--- src/rtl/led_pattern_gen.sv ---
// -----------------------------------------------------------------------------
// led_pattern_gen
//
// Multi-channel LED pattern generator. A single shared prescaler
// sets the step rate for NUM_LED outputs. The pattern is selected at run time
// from off / blink / chase / ping-pong.
//
// Parameters
//   NUM_LED      number of LED channels (>= 1)
//   STEP_CYCLES  clock cycles per pattern step (>= 2)
//   CNT_W        prescaler width, 2**CNT_W >= STEP_CYCLES
//
// Ports
//   CLK       system clock
//   RST_n     asynchronous active-low reset
//   En_i      1 = pattern advances, 0 = freeze (prescaler and pattern hold)
//   Mode_i    00 off, 01 blink, 10 chase, 11 ping-pong
//   Duty_i    brightness, only used when LED_PWM_EN is defined
//   Step_Out  one-cycle pulse in the cycle a new pattern step appears
//   LED_Out   registered LED drive, 1 = lit
//
// Build option
//   LED_PWM_EN  when defined, a free-running 4-bit PWM counter gates LED_Out
//               with (pwm_cnt <= Duty_i). When undefined, Duty_i is ignored.
//               The port list is the same in both builds.
// -----------------------------------------------------------------------------
module led_pattern_gen #(
  parameter int unsigned NUM_LED     = 4,
  parameter int unsigned STEP_CYCLES = 2500000,
  parameter int unsigned CNT_W       = 22
) (
  input  logic               CLK,
  input  logic               RST_n,
  input  logic               En_i,
  input  logic [1:0]         Mode_i,
  input  logic [3:0]         Duty_i,
  output logic               Step_Out,
  output logic [NUM_LED-1:0] LED_Out
);

  typedef enum logic [1:0] {
    MODE_OFF   = 2'b00,
    MODE_BLINK = 2'b01,
    MODE_CHASE = 2'b10,
    MODE_PING  = 2'b11
  } mode_e;

  typedef enum logic {
    DIR_UP   = 1'b0,
    DIR_DOWN = 1'b1
  } dir_e;

  localparam logic [CNT_W-1:0]   STEP_LAST = CNT_W'(STEP_CYCLES - 1);
  localparam logic [NUM_LED-1:0] PAT_BIT0  = NUM_LED'(1);

  // State
  logic [CNT_W-1:0]   cnt_q,     cnt_d;
  mode_e              mode_q,    mode_d;
  logic [NUM_LED-1:0] pattern_q, pattern_d;
  dir_e               dir_q,     dir_d;
  logic               step_q,    step_d;
  logic [NUM_LED-1:0] led_q,     led_d;
  mode_e              mode_in;

`ifdef LED_PWM_EN
  logic [3:0]         pwm_cnt_q, pwm_cnt_d;
  logic               pwm_on;
`else
  logic               duty_unused;
  assign duty_unused = ^Duty_i;
`endif

  assign mode_in = mode_e'(Mode_i);

  // Pattern loaded when a mode is entered.
  function automatic logic [NUM_LED-1:0] init_pattern(input mode_e m);
    logic [NUM_LED-1:0] p;
    case (m)
      MODE_OFF:   p = '0;
      MODE_BLINK: p = '1;
      default:    p = PAT_BIT0;
    endcase
    return p;
  endfunction

  // Next-state logic
  always_comb begin
    cnt_d     = cnt_q;
    mode_d    = mode_q;
    pattern_d = pattern_q;
    dir_d     = dir_q;
    step_d    = 1'b0;

    if (mode_in != mode_q) begin
      // A mode change takes priority over a coinciding prescaler wrap. It
      // restarts the step period and does not depend on En_i.
      mode_d    = mode_in;
      cnt_d     = '0;
      pattern_d = init_pattern(mode_in);
      dir_d     = DIR_UP;
    end else if (En_i) begin
      if (cnt_q == STEP_LAST) begin
        cnt_d  = '0;
        step_d = 1'b1;
        case (mode_q)
          MODE_OFF:   pattern_d = '0;
          MODE_BLINK: pattern_d = ~pattern_q;
          // The right shift by NUM_LED-1 carries the MSB back to bit0. This
          // form is also correct for NUM_LED == 1, where it holds the pattern.
          MODE_CHASE: pattern_d = (pattern_q << 1) | (pattern_q >> (NUM_LED - 1));
          MODE_PING: begin
            if (NUM_LED == 1) begin
              pattern_d = pattern_q;
            end else if (dir_q == DIR_UP) begin
              pattern_d = pattern_q << 1;
              // Reverse when the end is reached, so the next step moves back.
              if (pattern_d[NUM_LED-1]) dir_d = DIR_DOWN;
            end else begin
              pattern_d = pattern_q >> 1;
              if (pattern_d[0]) dir_d = DIR_UP;
            end
          end
          default: pattern_d = '0;
        endcase
      end else begin
        cnt_d = cnt_q + 1'b1;
      end
    end

`ifdef LED_PWM_EN
    pwm_cnt_d = pwm_cnt_q + 4'd1;
    pwm_on    = (pwm_cnt_q <= Duty_i);
    led_d     = pattern_d & {NUM_LED{pwm_on}};
`else
    led_d     = pattern_d;
`endif
  end

  // State registers
  always_ff @(posedge CLK or negedge RST_n) begin
    if (!RST_n) begin
      cnt_q     <= '0;
      mode_q    <= MODE_OFF;
      pattern_q <= '0;
      dir_q     <= DIR_UP;
      step_q    <= 1'b0;
      led_q     <= '0;
`ifdef LED_PWM_EN
      pwm_cnt_q <= '0;
`endif
    end else begin
      cnt_q     <= cnt_d;
      mode_q    <= mode_d;
      pattern_q <= pattern_d;
      dir_q     <= dir_d;
      step_q    <= step_d;
      led_q     <= led_d;
`ifdef LED_PWM_EN
      pwm_cnt_q <= pwm_cnt_d;
`endif
    end
  end

  assign Step_Out = step_q;
  assign LED_Out  = led_q;

endmodule

--- config.mk ---
export PLATFORM = sky130hd
export DESIGN_NAME = led_pattern_gen
export DESIGN_NICKNAME = d
export VERILOG_FILES = /design/src/rtl/led_pattern_gen.sv
export SDC_FILE = /design/constraint.sdc
export NUM_CORES = 1
export LEC_CHECK = 0
export ABC_AREA = 1
export CAP_MARGIN = 5
export CORE_MARGIN = 2
export CORE_UTILIZATION = 47
export DETAILED_ROUTE_END_ITERATION = 10
export MAX_ROUTING_LAYER = met4
export PLACE_DENSITY = 0.71
export SYNTH_ARGS = -nofsm -noshare
export SYNTH_HDL_FRONTEND = slang
export SYNTH_SLANG_ARGS = --single-unit
--- constraint.sdc ---
create_clock -name CLK -period 1.6 [get_ports CLK]
set_input_delay 0.32 -clock CLK [delete_from_list [all_inputs] [get_ports CLK]]
set_output_delay 0.32 -clock CLK [all_outputs]
set_load 0.005 [all_outputs]
==> flow_summary.yaml, run 1 <==
synth:
  syn_nets: 276
  synth_area_per_cell_um2: 7.21
  ys_seq_area_share_pct: 39.1
  synth_async_sr_flop_share_pct: 100
  syn_area_um2: 1920
  synth_common_cells: "77 x nand2_1, 37 x nor2_1, 30 x dfrtp_1"
  yosys_warnings: 0
  yosysTopAreaCell: "dfrtp_1"
  yosysMostFrequentCell: "nand2_1"
  synth-main-ff-cell: "dfrtp_1"
  ys_top_cells_by_area: "dfrtp_1 39%, nand2_1 15%, nand3_1 7.3%"
  synthCells: 266
  yosys.cell_types.count: 32
  yosysTopAreaCellShare_pct: 39.1
  synth_edf_count: 0
  synth_seq_cells: 30
critical_path:
  worstPathMaxFanout: 5
  criticalPathCategory: "flip-flop to output pin"
  cp-end-kind: "output pin"
  path_depth: 1
  cp-start-kind: "flip-flop"
  startpoint: "LED_Out[0]$_DFFE_PN0P_"
  worst_path_max_delay_cell: "clkdlybuf4s50_1"
  cp-endpoint: "LED_Out[0]"
  cp.required_ns: 1.28
  regToRegEndpoint: "LED_Out[2]$_DFFE_PN0P_"
  path_cells: "clkdlybuf4s50_1"
  ff2ff_setup_slack_ns: 0.05
  cpLargestDelayFamily: "buffers and inverters"
  ff2ff_path_depth: 8
  r2r-start: "cnt_q[0]$_DFFE_PN0P_"
  crit_buf_inv: 1
  slowest_delay_ns: 0.52
  arrival_ns: 1.23
route:
  via_count: 1800
  drt_drc_violations_left: 0
  dr.first_iter.drc_count: 129
  wl_per_cell_um: 13.2
  drtAntennaViolNets: 0
  via_per_inst: 5.20
  drtPass1Iterations: 4
  routed_wl_um: 4550
layout:
  antenna_cells: 0
  drive_gt1_share_pct: 17.9
  fillers: 371
  finalInstanceArea_um2: 2290
  utilization_pct: 57.7
  nets: 306
  fin_cells: 346
  area_growth_pct: 19.4
clock_tree:
  holdBufCountCts: 0
  clkSinkCount: 30
  clkLatencyLatePin_ns: 0.29
  htreeDepth: 2
  cts_max_path_buffers: 2
  ctsRootBufferMaster: "clkbuf_8"
  cts_tree: "done"
  clk_pin_slew_ns: 0.06
  cts_buffers: 5
timing:
  worstMarginPinSlew_ns: 0.383
  finClkSkew_ns: 0.00678
  fin_crit_sh_pct: 97.0
  rsz0062_at_grt: "yes"
  slew_headroom_pct: 74.5
  hold_viol: 0
  tns_ns: 0
  fmax_mhz: 644
  post-route-min-period_ns: 1.55
  final-setup-viol-count: 0
  slew_viol_final: 0
status:
  status: "finished clean"
placement:
  portBuffers: 9
  dp_hpwl_um: 3150
  place_area_um2: 2140
  dp_cells: 334
  gp_congestion: 0.933
pwr:
  switching_share_pct: 26.2
  p_switching_uw: 413
  intPower_uw: 1160
  power.total_uw: 1580
  irDropWorstVdd_mv: 0.371
  p_seq_share_pct: 51.1
  combPwrFrac_pct: 12.5
  leakagePower_uw: 0.00101
  clkPwrFrac_pct: 36.4
  power_density_nw_per_um2: 689
worst_hold_path:
  hold_path.class: "input port to asynchronous set/reset pin"
grt:
  antenna_found_initial: 0
  grt_max_degree: 31
  grt_overflow: 0
  grt_pass1_wl_um: 7150
  grtUsageTotal_pct: 21.8
  grt_pass1_vias: 1614
floorplanning:
  rows: 23
  initial_core_util_pct: 48.3
  ios: 14
  die_x_um: 67.9
  coreArea_um2: 3970
  dieArea_um2: 4610
  die_y_um: 67.9
run:
  drv_cap: 0
-- routing by layer --
| layer | wire length (µm) | GRT usage [%] | vias up |
|---|---|---|---|
| met5 | 0 | - | - |
| met4 | 119 | 11.8 | 0 |
| met3 | 149 | 3.45 | 9 |
| met2 | 2200 | 33.7 | 36 |
| met1 | 2080 | 27.4 | 851 |
| li1 | - | - | 904 |
-- sequential cells by signal (all words and copies together), names as in the netlist --
| signal | cells |
|---|---|
| LED_Out | 4 |
| Step_Out | 1 |
| dir_q | 1 |
| mode_q | 2 |
| cnt_q | 22 |
-- stage by stage --
stage                     setup slack, ns  hold WS [ns]
after floorplan                     0.193        0.0244
after global placement             -0.147         0.540
after detailed placement           -0.165         0.557
after CTS                          0.0113         0.436
after global routing              -0.0787         0.483
final                              0.0479         0.418
-- kinds of logic (layout without fill, tap and decap cells) --
| kind of cell | Yosys count | after routing | synth area share [%] |
|---|---|---|---|
| DFF | 30 | 30 | 39.1 |
| xor gates and xnor gates | 12 | 12 | 5.48 |
| muxes | 1 | 1 | 0.522 |
| adders and majority gates | 1 | 1 | 0.652 |
| and+or+nand+nor | 173 | 176 | 41.5 |
| buffers and inverters | 33 | 60 | 7.89 |
| AOI/OAI and AO/OA | 16 | 16 | 4.83 |
-- cells in the final DEF, fill, tap and decap left out, types with 2 or more instances in the layout --
cell,Yosys,routed
nor3_2,1,2
o211ai_1,2,2
buf_4,0,17
inv_2,1,2
nand4_1,3,3
nor2_2,4,3
inv_1,24,23
nand2_4,1,4
o21ai_0,6,6
dfrtp_2,0,2
nand2_1,77,76
nor2_1,37,37
nor3_1,6,5
a21oi_1,3,3
nand3_1,28,27
clkbuf_8,0,5
clkbuf_1,3,2
dfrtp_1,30,28
nand3_2,3,3
nor2_4,4,5
xor2_1,11,11
nand2_2,6,7
o21ai_1,2,2
clkdlybuf4s50_1,0,9
-- timing repair --
action | 4_1_cts | 5_1_grt
endpoints found under the setup margin | 0 | 24
gates resized for setup | 0 | 11
setup buffers | 0 | 2
-- power by group through the flow --
stage / Clock (µW) / Combinational (µW) / Sequential [µW]
CTS: 583 / 185 / 804
detailed placement: 0 / 185 / 818
finish: 574 / 197 / 806
global route: 617 / 223 / 809
floorplan: 0 / 98.4 / 811
global placement: 0 / 183 / 817
-- cell type report --
type	instances	area, µm²	share of cell area, %
repair buffers	26	218	9.50
clock buffers	7	76.3	3.33
flip-flops and latches	30	753	32.9
inverters	27	106	4.64
multi-input cells	206	1070	46.9
well taps	50	62.6	2.73
-- worst min-delay path by stage --
| stage | startpoint | end | cells after the start |
|---|---|---|---|
| 2_1_floorplan | RST_n | LED_Out[0]$_DFFE_PN0P_ | 0 |
| 3_3_place_gp | LED_Out[0]$_DFFE_PN0P_ | LED_Out[0]$_DFFE_PN0P_ | 2 |
| 3_5_place_dp | cnt_q[20]$_DFFE_PN0P_ | cnt_q[20]$_DFFE_PN0P_ | 2 |
| 4_1_cts | RST_n | LED_Out[0]$_DFFE_PN0P_ | 2 |
| 5_1_grt | RST_n | cnt_q[15]$_DFFE_PN0P_ | 2 |
| 6_report | RST_n | cnt_q[16]$_DFFE_PN0P_ | 2 |
(Power assumes the default switching activity.)
==> inputs of run 2 (changes only) <==
Settings changed: CORE_UTILIZATION 47 to 46, PLACE_DENSITY 0.71 to 0.7.
==> run 2 against run 1 <==
The run now ends with setup timing left. Clock skew is 0.0018 ns higher. Combinational power up 8%. Worst hold slack improved by 0.0062 ns. Fmax shrank 4.2%. Non-clock buffer count is 2 higher. Total power up 13%. First-iteration DRC count down 21%. Critical path type is now flip-flop to flip-flop. Largest cell class unchanged. Highest routed layer unchanged.
==> flow_summary.yaml, run 2 (synthesized netlist as in run 1, its figures left out) <==
clock_tree:
  holdBufCountCts: 0
  clk_pin_slew_ns: 0.07
  clkLatencyLatePin_ns: 0.29
  htreeDepth: 2
  ctsRootBufferMaster: "clkbuf_8"
  cts_buffers: 5
  clkSinkCount: 30
  cts_tree: "done"
  cts_max_path_buffers: 2
run:
  drv_cap: 0
route:
  drtAntennaViolNets: 0
  wl_per_cell_um: 12.3
  dr.first_iter.drc_count: 102
  via_per_inst: 4.95
  wl_met3_um: 148
  routed_wl_um: 4260
  via_count: 1717
  met2_length_um: 1980
  drtPass1Iterations: 5
  highest_layer: "met4"
  met1_length_um: 2060
  drt_drc_violations_left: 0
worst_hold_path:
  hold_path.class: "input port to asynchronous set/reset pin"
critical_path:
  regToRegEndpoint: "cnt_q[12]$_DFFE_PN0P_"
  cp-end-kind: "flip-flop"
  cp-start-kind: "flip-flop"
  arrival_ns: 1.80
  cp-endpoint: "cnt_q[12]$_DFFE_PN0P_"
  criticalPathCategory: "flip-flop to flip-flop"
  cp.required_ns: 1.78
  ff2ff_path_depth: 9
  ff2ff_setup_slack_ns: -0.02
  r2r-start: "cnt_q[1]$_DFFE_PN0P_"
  startpoint: "cnt_q[1]$_DFFE_PN0P_"
  worstPathMaxFanout: 7
layout:
  nets: 306
  area_growth_pct: 24.0
  utilization_pct: 59.5
  drive_gt1_share_pct: 23.9
  largest_reg_flops: 22
  antenna_cells: 0
  top_register: "cnt_q"
  final_common_cell: "nand2_1"
  layout_common_cells: "69 x nand2_1, 32 x nor2_1, 28 x dfrtp_1"
  finalInstanceArea_um2: 2380
  fin_cells: 347
timing:
  holdWs_ns: 0.424
  post-route-min-period_ns: 1.62
  rsz0062_at_grt: "yes"
  slew_viol_final: 0
  fmax_mhz: 617
  finClkSkew_ns: 0.00862
  slew_headroom_pct: 73.8
  fin_crit_sh_pct: 101
  setup_ws_ns: -0.0199
  worstMarginPinSlew_ns: 0.392
  hold_viol: 0
  final-setup-viol-count: 7
placement:
  dp_hpwl_um: 3090
  dp_cells: 333
  preCtsSetupSlack_ns: -0.162
  gp_congestion: 0.930
  place_area_um2: 2130
  portBuffers: 9
pwr:
  power_density_nw_per_um2: 749
  irDropWorstVdd_mv: 0.328
  leakagePower_uw: 0.00104
floorplanning:
  ios: 14
  coreArea_um2: 4000
  die_y_um: 68.6
  rows: 23
  dieArea_um2: 4700
  initial_core_util_pct: 48.0
  die_x_um: 68.6
grt:
  grt_overflow: 0
  grt_max_degree: 31
  grtUsageTotal_pct: 20.0
  grt_pass1_vias: 1519
  grt_pass1_wl_um: 6740
  antenna_found_initial: 0
status:
  status: "finished with violations"
  violations: "setup timing"
==> run 2: cell types whose count changed in the layout (fill, tap and decap cells not counted), sizes merged <==
cell	previous run	this run
bufinv	0	1
nand2	87	85
buf	17	19
clkbuf	7	5
clkinv	2	4
==> run 2: how the worst min path moves through the flow <==
stage | slack (ns) | to | cells after the start
final | 0.42 | cnt_q[5]$_DFFE_PN0P_ | 2
after global routing | 0.48 | cnt_q[5]$_DFFE_PN0P_ | 2
after detailed placement | 0.53 | cnt_q[1]$_DFFE_PN0P_ | 2
after global placement | 0.50 | cnt_q[1]$_DFFE_PN0P_ | 2
after floorplan | 0.02 | LED_Out[0]$_DFFE_PN0P_ | 0
after CTS | 0.44 | cnt_q[5]$_DFFE_PN0P_ | 2
==> run 2: repair_timing <==
action	in CTS	in global routing
setup buffers	0	5
resized for setup	0	27
endpoints found under the setup margin	0	27
==> run 2: final cells by class <==
type                            count  area, µm²
Fill cell                         346       1620
Multi-Input combinational cell    204       1100
Sequential cell                    30        753
Timing Repair Buffer               28        249
Inverter                           27        106
Clock buffer                        5       68.8
Tap cell                           50       62.6
Clock inverter                      3       40.0
==> run 2: routing by layer <==
metal  global-route usage [%]  vias up
met3                     5.03        7
met4                     8.00        0
met1                     25.5      779
met2                     30.3       31
li1                         -      900
met5                        -        -
==> run 2: power by group <==
| group | leakage, µW | internal [µW] | switching (µW) |
|---|---|---|---|
| registers | 0.000406 | 778 | 28.5 |
| clock network | 0.0000579 | 458 | 303 |
| logic | 0.000581 | 99.8 | 113 |
==> run 2: critical path, stage by stage, from the launching register on <==
cell     delay [ns]
dfrtp_1        0.39
ha_2           0.20
nand2_2        0.07
nor2_4         0.19
nand2_2        0.09
nor2_4         0.15
nand3_4        0.11
nand2_4        0.13
buf_12         0.13
nor2_1         0.04
==> run 2: stage by stage <==
| step | power (µW) | setup TNS, ns |
|---|---|---|
| floorplan | 910 | 0 |
| global placement | 999 | -1.88 |
| detailed placement | 1000 | -2.23 |
| CTS | 1770 | 0 |
| global route | 1860 | -1.23 |
| finish | 1780 | -0.123 |
